## src/rtl/serial_addsub.sv

```systemverilog
// Bit-serial two's-complement adder/subtractor.
// One full-adder slice is reused over WIDTH cycles; the result word is rebuilt
// LSB first in a shift register and published with the overflow flags on completion.
module serial_addsub #(
    parameter int unsigned WIDTH = 4
) (
    input  logic             clk,
    input  logic             rst,
    input  logic             START,
    input  logic [WIDTH-1:0] A,
    input  logic [WIDTH-1:0] B,
    input  logic             MODE,
    output logic [WIDTH-1:0] S,
    output logic             OVU,
    output logic             OVS,
    output logic             BUSY,
    output logic             DONE
);

    localparam int unsigned    CntW    = $clog2(WIDTH);
    localparam logic [CntW-1:0] LastCnt = CntW'(WIDTH - 1);

    typedef enum logic [1:0] {
        StIdle,
        StRun,
        StFin
    } state_e;

    state_e state_q, state_d;

    logic [WIDTH-1:0] opa_q, opa_d;
    logic [WIDTH-1:0] opb_q, opb_d;
    logic [WIDTH-1:0] res_q, res_d;
    logic [WIDTH-1:0] s_q, s_d;
    logic [CntW-1:0]  cnt_q, cnt_d;
    logic             mode_q, mode_d;
    logic             carry_q, carry_d;
    logic             ovu_q, ovu_d;
    logic             ovs_q, ovs_d;

    logic             sum_bit;
    logic             carry_nxt;
    logic             accept;
    logic             last_bit;

    assign accept    = (state_q == StIdle) && START;
    assign last_bit  = (state_q == StRun) && (cnt_q == LastCnt);
    assign sum_bit   = opa_q[0] ^ opb_q[0] ^ carry_q;
    assign carry_nxt = (opa_q[0] & opb_q[0]) | (opa_q[0] & carry_q) | (opb_q[0] & carry_q);

    // State register.
    always_ff @(posedge clk or posedge rst) begin
        if (rst) begin
            state_q <= StIdle;
        end else begin
            state_q <= state_d;
        end
    end

    // Next-state logic: FIN always returns to IDLE, so START is never queued.
    always_comb begin
        state_d = state_q;
        case (state_q)
            StIdle:  if (START) state_d = StRun;
            StRun:   if (cnt_q == LastCnt) state_d = StFin;
            StFin:   state_d = StIdle;
            default: state_d = StIdle;
        endcase
    end

    // Status outputs decoded from the current state.
    always_comb begin
        BUSY = (state_q == StRun);
        DONE = (state_q == StFin);
    end

    // Datapath next-state: operand capture, one slice per cycle, result publish on last bit.
    always_comb begin
        opa_d   = opa_q;
        opb_d   = opb_q;
        res_d   = res_q;
        s_d     = s_q;
        cnt_d   = cnt_q;
        mode_d  = mode_q;
        carry_d = carry_q;
        ovu_d   = ovu_q;
        ovs_d   = ovs_q;

        if (accept) begin
            // Subtraction is A + ~B + 1: invert B and seed the carry with MODE.
            opa_d   = A;
            opb_d   = MODE ? ~B : B;
            mode_d  = MODE;
            carry_d = MODE;
            cnt_d   = '0;
            res_d   = '0;
        end else if (state_q == StRun) begin
            res_d   = {sum_bit, res_q[WIDTH-1:1]};
            opa_d   = opa_q >> 1;
            opb_d   = opb_q >> 1;
            carry_d = carry_nxt;
            if (!last_bit) begin
                cnt_d = cnt_q + 1'b1;
            end
            if (last_bit) begin
                s_d   = {sum_bit, res_q[WIDTH-1:1]};
                // For subtract the carry-out is the inverse of the borrow.
                ovu_d = carry_nxt ^ mode_q;
                // carry_q is the carry into the MSB at this point.
                ovs_d = carry_q ^ carry_nxt;
            end
        end
    end

    // Datapath registers.
    always_ff @(posedge clk or posedge rst) begin
        if (rst) begin
            opa_q   <= '0;
            opb_q   <= '0;
            res_q   <= '0;
            s_q     <= '0;
            cnt_q   <= '0;
            mode_q  <= 1'b0;
            carry_q <= 1'b0;
            ovu_q   <= 1'b0;
            ovs_q   <= 1'b0;
        end else begin
            opa_q   <= opa_d;
            opb_q   <= opb_d;
            res_q   <= res_d;
            s_q     <= s_d;
            cnt_q   <= cnt_d;
            mode_q  <= mode_d;
            carry_q <= carry_d;
            ovu_q   <= ovu_d;
            ovs_q   <= ovs_d;
        end
    end

    assign S   = s_q;
    assign OVU = ovu_q;
    assign OVS = ovs_q;

endmodule
```

## config.mk

```make
export PLATFORM = sky130hd
export DESIGN_NAME = serial_addsub
export DESIGN_NICKNAME = d
export VERILOG_FILES = /design/src/rtl/serial_addsub.sv
export SDC_FILE = /design/constraint.sdc
export NUM_CORES = 1
export LEC_CHECK = 0
export BUFFER_PORTS_ARGS = -buffer_cell sky130_fd_sc_hd__buf_2
export CELL_PAD_IN_SITES_DETAIL_PLACEMENT = 0
export CELL_PAD_IN_SITES_GLOBAL_PLACEMENT = 2
export CORE_UTILIZATION = 37
export DETAILED_ROUTE_END_ITERATION = 8
export PLACE_DENSITY = 0.9
export SYNTH_ARGS = -nofsm -noshare
export SYNTH_HDL_FRONTEND = slang
export SYNTH_SLANG_ARGS = --single-unit
```

## constraint.sdc

```tcl
create_clock -name clk -period 4.1 [get_ports clk]
set_input_delay 0.205 -clock clk [delete_from_list [all_inputs] [get_ports clk]]
set_output_delay 0.205 -clock clk [all_outputs]
set_load 0.005 [all_outputs]
```

==> flow_summary_export.csv, run 1 <==
group,metric,value,unit
run_status,run_status,"finished, final reports clean",
placed_design,place_congestion,0.685,
power,power.share.clock,12.6,%
setup_path,crit_arrival,1.81,ns
clock_network,htree_levels,1,
final_layout,multi_input_area,470,um^2
sta,slew_violations,0,
flow_run,cap_violations,0,
min_path,hold_class,"in2async",
detailed_routing,firstDrtPassIters,4,
setup_path,cp-start-kind,"register",
power,leakagePower,0.595,nW
power,powerDensity,672,nW/um^2
floorplanning,pin_count,20,
sta,finalHoldViolations,0,
clock_network,insertion_delay,0.31,ns
sta,fin_skew,0.00439,ns
yosys,syn_area,1100,um^2
final_layout,stdcell_area,1230,um^2
clock_network,cts_setup_buffers,0,
clock_network,cts_buffers,3,
clock_network,cts_buffer_depth,2,
clock_network,path_clk_slew,0.13,ns
global_route,grt_pass1_wl,3350,um
setup_path,rrSetupSlack,2.50,ns
global_route,grt_overflow,0,
sta,worst_pin_slew,0.844,ns
yosys,ys_seq_area_share,52.4,%
yosys,yosys_warnings,0,
clock_network,cts_root_buf,"clkbuf_4",
sta,max_clock_freq,496,MHz
detailed_routing,routed_wl,1950,um
power,power_switching,295,uW
global_route,grt_max_degree,24,
power,p_int,529,uW
floorplanning,dieWidth,56.5,um
placed_design,dpl_cell_area,1200,um^2
global_route,grt_pass1_vias,730,
setup_path,critical_path.max_fanout,19,
global_route,grtUsageTotal,13.7,%
final_layout,antenna-diode-count,0,
final_layout,nets,130,
setup_path,path_class,"reg2out",
clock_network,cts_hold_buf,0,
sta,min_period_over_period,49.2,%
setup_path,end_kind,"primary output",
power,combPwrFrac,38.0,%
setup_path,reg2regPathDepth,3,
detailed_routing,drc,0,
yosys,synth_nets,112,
floorplanning,core,2780,um^2
detailed_routing,viasPerCell,5.09,
clock_network,cts-resized-gates,0,
yosys,synthDistinctLibCells,27,
setup_path,timing.rr.end,"carry_q$_DFFE_PP0P_",
setup_path,required,3.89,ns
sta,rsz0062_at_grt,"no",
global_route,antenna_found_initial,0,
sta,max_slew_margin,43.7,%
detailed_routing,num_vias,743,
final_layout,area_growth,11.6,%
detailed_routing,drt_iter0_drc,16,
placed_design,io_buffers,19,
detailed_routing,routedWlPerCell,13.3,um
final_layout,drive_above_1_share,27.0,%
floorplanning,initial_core_util,39.5,%
clock_network,cts_tree,"built",
final_layout,ff_latch_area,576,um^2
power,seqPwrFrac,49.5,%
final_layout,fillers,282,
clock_network,cts.sinks,23,
yosys,syn_inst,98,
power,swShare,35.8,%
detailed_routing,drtAntennaViolNets,0,
floorplanning,fp-row-count,19,
floorplanning,die_height,56.5,um
yosys,synth-seq-cells,23,
yosys,avgSynthCellArea,11.2,um^2
setup_path,r2r_start,"state_q[0]$_DFFE_PP0P_",
placed_design,hpwlAfterDp,1390,um
sta,finalCriticalPeriod,2.02,ns
sta,tns,0,ns
sta,setup_violations,0,
power,irDropWorstVdd,0.000393,V
floorplanning,dieArea,3190,um^2
-- sequential cells by signal, summed over array words and instances, names as in the netlist --
| name | cells |
|---|---|
| S | 4 |
| opa_q | 4 |
| opb_q | 4 |
| res_q | 3 |
| cnt_q | 2 |
| state_q | 2 |
| OVS | 1 |
| OVU | 1 |
| carry_q | 1 |
| mode_q | 1 |
-- stage by stage --
stage	instances	utilization, %	hold slack, ns	setup WS, ns	total power [mW]
5_1_grt	146	44.1	0.124	1.93	0.895
3_3_place_gp	142	43.1	0.425	2.50	0.715
6_report	146	44.1	0.0440	2.08	0.825
4_1_cts	146	44.1	0.0802	2.07	0.836
2_1_floorplan	98	-	0.207	2.77	0.651
3_5_place_dp	142	43.1	0.425	2.44	0.731
-- cells in the final DEF (no fill, tap or decap), types with 2 or more instances in the layout --
master,Yosys,routed
nand2_1,8,8
nor2_1,3,3
mux2_2,4,4
o32ai_1,2,2
xnor2_1,5,5
buf_2,3,19
a21oi_1,4,4
a221o_1,3,3
clkbuf_4,0,3
o21ai_0,10,10
inv_1,5,5
nor2b_1,7,7
a22o_1,4,4
dfrtp_1,23,23
a22oi_1,2,2
and3b_1,2,2
-- kinds of logic after synthesis --
group	count (synthesis)	share of synthesized area (%)
multiplexers	5	5.47
XOR/XNOR	6	4.78
AND/OR/NAND/NOR	23	11.6
buffers and inverters	11	4.78
AO/OA/AOI/OAI	28	18.0
adder cells (fa/ha/maj)	2	2.96
flip-flops	23	52.4
-- power by group through the flow --
stage | Sequential (mW) | Clock, mW | Combinational, mW
floorplan | 0.376 | 0 | 0.274
global placement | 0.410 | 0 | 0.305
detailed placement | 0.413 | 0 | 0.318
CTS | 0.409 | 0.109 | 0.318
global route | 0.424 | 0.117 | 0.353
finish | 0.408 | 0.104 | 0.313
-- final cells by class --
class	instances	area share (%)
Inverter	5	1.53
Multi-Input combinational cell	64	38.4
Clock inverter	1	0.408
Timing Repair Buffer	19	7.76
Tap cell	31	3.16
Clock buffer	3	1.84
Sequential cell	23	46.9
-- routing by layer --
| layer | track usage [%] | wire length, um | up-vias |
|---|---|---|---|
| met2 | 20.8 | 892 | 22 |
| li1 | - | - | 378 |
| met4 | 3.14 | 15 | 0 |
| met1 | 19.0 | 944 | 341 |
| met5 | 0 | 0 | - |
| met3 | 4.15 | 94 | 2 |
-- worst max-delay path by stage --
stage	from	endpoint	slack (ns)	cells past startpoint
final	state_q[0]$_DFFE_PP0P_	BUSY	2.08	2
after global routing	state_q[0]$_DFFE_PP0P_	BUSY	1.93	2
after CTS	state_q[0]$_DFFE_PP0P_	BUSY	2.07	2
after detailed placement	state_q[0]$_DFFE_PP0P_	BUSY	2.44	2
after global placement	state_q[0]$_DFFE_PP0P_	BUSY	2.50	2
after floorplan	cnt_q[0]$_DFFE_PP0P_	S[0]$_DFFE_PP0P_	2.77	3
-- cells in the mapped netlist --
cell type	n	area share (%)
mux2_2	4	4.1
o21ba_2	1	0.91
nand2_1	8	2.7
o32ai_1	2	1.6
nor2b_1	7	4.0
a22o_1	4	3.2
nand3b_1	1	0.68
o21ai_0	10	4.6
dfrtp_1	23	52
nor2_1	3	1.0
and3b_1	2	1.6
a21oi_1	4	1.8
xor2_1	1	0.80
buf_2	3	1.4
nand2b_1	1	0.57
mux2_4	1	1.4
xnor2_1	5	4.0
buf_6	1	1.0
a221o_1	3	2.7
o2bb2ai_1	1	0.80
ha_1	1	1.1
or3b_4	1	1.0
fa_1	1	1.8
clkbuf_1	2	0.68
a22oi_1	2	1.4
inv_1	5	1.7
o21bai_2	1	1.0
-- critical path, stage by stage (launching register included) --
cell     delay [ns]
dfrtp_1        0.68
nor2b_1        0.60
buf_2          0.22
Power figures use the tool's default switching activity.
==> inputs of run 2 (changes only) <==
--- a/config.mk
+++ b/config.mk
@@ -8,9 +8,9 @@
 export BUFFER_PORTS_ARGS = -buffer_cell sky130_fd_sc_hd__buf_2
 export CELL_PAD_IN_SITES_DETAIL_PLACEMENT = 0
 export CELL_PAD_IN_SITES_GLOBAL_PLACEMENT = 2
-export CORE_UTILIZATION = 37
+export CORE_UTILIZATION = 31
 export DETAILED_ROUTE_END_ITERATION = 8
-export PLACE_DENSITY = 0.9
+export PLACE_DENSITY = 0.82
 export SYNTH_ARGS = -nofsm -noshare
 export SYNTH_HDL_FRONTEND = slang
 export SYNTH_SLANG_ARGS = --single-unit
==> constraint.sdc (replaced) <==
create_clock -name clk -period 1.7 [get_ports clk]
set_input_delay 0.085 -clock clk [delete_from_list [all_inputs] [get_ports clk]]
set_output_delay 0.085 -clock clk [all_outputs]
set_load 0.005 [all_outputs]
==> flow_summary_export.csv, run 2 (synthesis results as in run 1) <==
group,metric,value,unit
run_status,run_status,"finished, final reports clean",
power,swShare,35.3,%
min_path,hold_class,"in2reg",
setup_path,critical_path.max_fanout,12,
setup_path,reg2regPathDepth,2,
power,leakagePower,0.614,nW
detailed_routing,firstDrtPassIters,4,
setup_path,path_class,"reg2out",
setup_path,crit_arrival,1.44,ns
setup_path,crit_path_end,"BUSY",
final_layout,fillers,360,
sta,min_period_over_period,89.6,%
placed_design,hpwlAfterDp,1380,um
global_route,grt_pass1_vias,646,
global_route,grtUsageTotal,11.7,%
detailed_routing,drt_iter0_drc,33,
setup_path,crit_start,"state_q[0]$_DFFE_PP0P_",
detailed_routing,routedWlPerCell,11.7,um
final_layout,layout_common_cells,"dfrtp_1 (23), buf_2 (19), o21ai_0 (10)",
final_layout,nets,134,
sta,tns,0,ns
power,power.share.clock,12.3,%
clock_network,cts.sinks,23,
floorplanning,fp-row-count,21,
clock_network,path_clk_slew,0.12,ns
global_route,grt_pass1_wl,3170,um
setup_path,timing.rr.end,"S[3]$_DFFE_PP0P_",
power,seqPwrFrac,47.9,%
setup_path,cp-start-kind,"register",
floorplanning,core,3360,um^2
clock_network,cts_buffer_depth,2,
setup_path,r2r_start,"state_q[1]$_DFFE_PP0P_",
final_layout,ff_latch_area,576,um^2
sta,worst_pin_slew,0.458,ns
setup_path,path_cells,"nor2b_1, buf_4, buf_2",
global_route,grt_overflow,0,
sta,max_slew_margin,69.5,%
floorplanning,die_height,61.5,um
detailed_routing,routed_wl,1930,um
power,p_int,1.31,mW
setup_path,cpMaxStageDelayCell,"dfrtp_1",
final_layout,area_growth,16.3,%
floorplanning,initial_core_util,32.7,%
sta,slew_violations,0,
floorplanning,dieArea,3790,um^2
power,powerDensity,1580,nW/um^2
final_layout,multi_input_area,470,um^2
sta,worst_hold_slack,0.0644,ns
global_route,antenna_found_initial,0,
detailed_routing,viasPerCell,4.48,
placed_design,place_congestion,0.813,
power,combPwrFrac,39.8,%
sta,finalHoldViolations,0,
clock_network,cts_root_buf,"clkbuf_4",
setup_path,worst-path-buf-inv,2,
sta,max_clock_freq,657,MHz
final_layout,final_common_cell,"dfrtp_1",
clock_network,htree_levels,1,
detailed_routing,drc,0,
flow_run,cap_violations,0,
setup_path,cp.depth,3,
final_layout,drive_above_1_share,28.6,%
global_route,grt_max_degree,24,
sta,finalCriticalPeriod,1.52,ns
final_layout,antenna-diode-count,0,
placed_design,io_buffers,19,
clock_network,cts_buffers,3,
sta,fin_skew,0.00189,ns
detailed_routing,drtAntennaViolNets,0,
setup_path,crit_family,"flip-flops",
sta,setup_violations,0,
detailed_routing,num_vias,740,
setup_path,required,1.62,ns
sta,rsz0062_at_grt,"no",
clock_network,cts_tree,"built",
setup_path,end_kind,"primary output",
power,power_switching,715,uW
floorplanning,dieWidth,61.5,um
clock_network,insertion_delay,0.31,ns
floorplanning,pin_count,20,
setup_path,rrSetupSlack,0.20,ns
power,irDropWorstVdd,0.000443,V
final_layout,final_util,38.0,%
setup_path,cp_slowest_stage_delay,0.59,ns
## run 2: changes by cell type in the layout (fill, tap and decap cells not counted)
cell           change
buf_4              +3
dlygate4sd3_1      +1
## run 2: worst register-to-register path: cells and delay by family (launching register included)
family	cells	cell delay (ns)
flip-flops	1	0.65
multiplexers	1	0.38
AND/OR/NAND/NOR	1	0.37
## run 2: how the worst min path moves through the flow
stage,startpoint,end,slack (ns),cells after the start
final,B[3],opb_q[3]$_DFFE_PP0P_,0.06,4
after global routing,B[3],opb_q[3]$_DFFE_PP0P_,0.08,4
after CTS,B[3],opb_q[3]$_DFFE_PP0P_,0.05,4
after detailed placement,rst,cnt_q[1]$_DFFE_PP0P_,0.14,3
after global placement,rst,res_q[1]$_DFFE_PP0P_,0.14,3
after floorplan,rst,OVS$_DFFE_PP0P_,0.09,1
## run 2: stage by stage
| step | setup WS (ns) | cell area [um^2] | std cells | total power, mW |
|---|---|---|---|---|
| finish | 0.178 | 1280 | 165 | 2.02 |
| global route | 0.0850 | 1280 | 165 | 2.20 |
| floorplan | 0.369 | 1100 | 98 | 1.57 |
| global placement | 0.245 | 1240 | 160 | 1.78 |
| detailed placement | 0.226 | 1240 | 160 | 1.80 |
| CTS | 0.157 | 1280 | 165 | 2.05 |
## run 2: power groups by stage
stage,sequential [mW],combinational (mW),clock [mW]
floorplan,0.907,0.661,0
global placement,0.973,0.808,0
detailed placement,0.984,0.817,0
CTS,0.969,0.823,0.262
global route,1.00,0.918,0.280
finish,0.968,0.805,0.250
## run 2: repair_timing
action,in CTS,in global routing
hold endpoints to repair,23,0
setup buffers,0,0
resized for setup,0,0
hold buffers,1,0
## run 2: final cells by class
cell class	instances	share of cell area, %
Sequential cell	23	45.1
Tap cell	46	4.51
Multi-Input combinational cell	64	36.8
Clock buffer	3	1.76
Timing Repair Buffer	23	9.99
Inverter	5	1.47
Clock inverter	1	0.392
## run 2: per-layer routing
layer / global-route usage, % / wire, um / up-vias
met3: 4.41 / 120 / 2
met4: 1.90 / 11 / 0
met5: 0 / 0 / -
met1: 17.5 / 1000 / 328
li1: - / - / 384
met2: 16.3 / 793 / 26
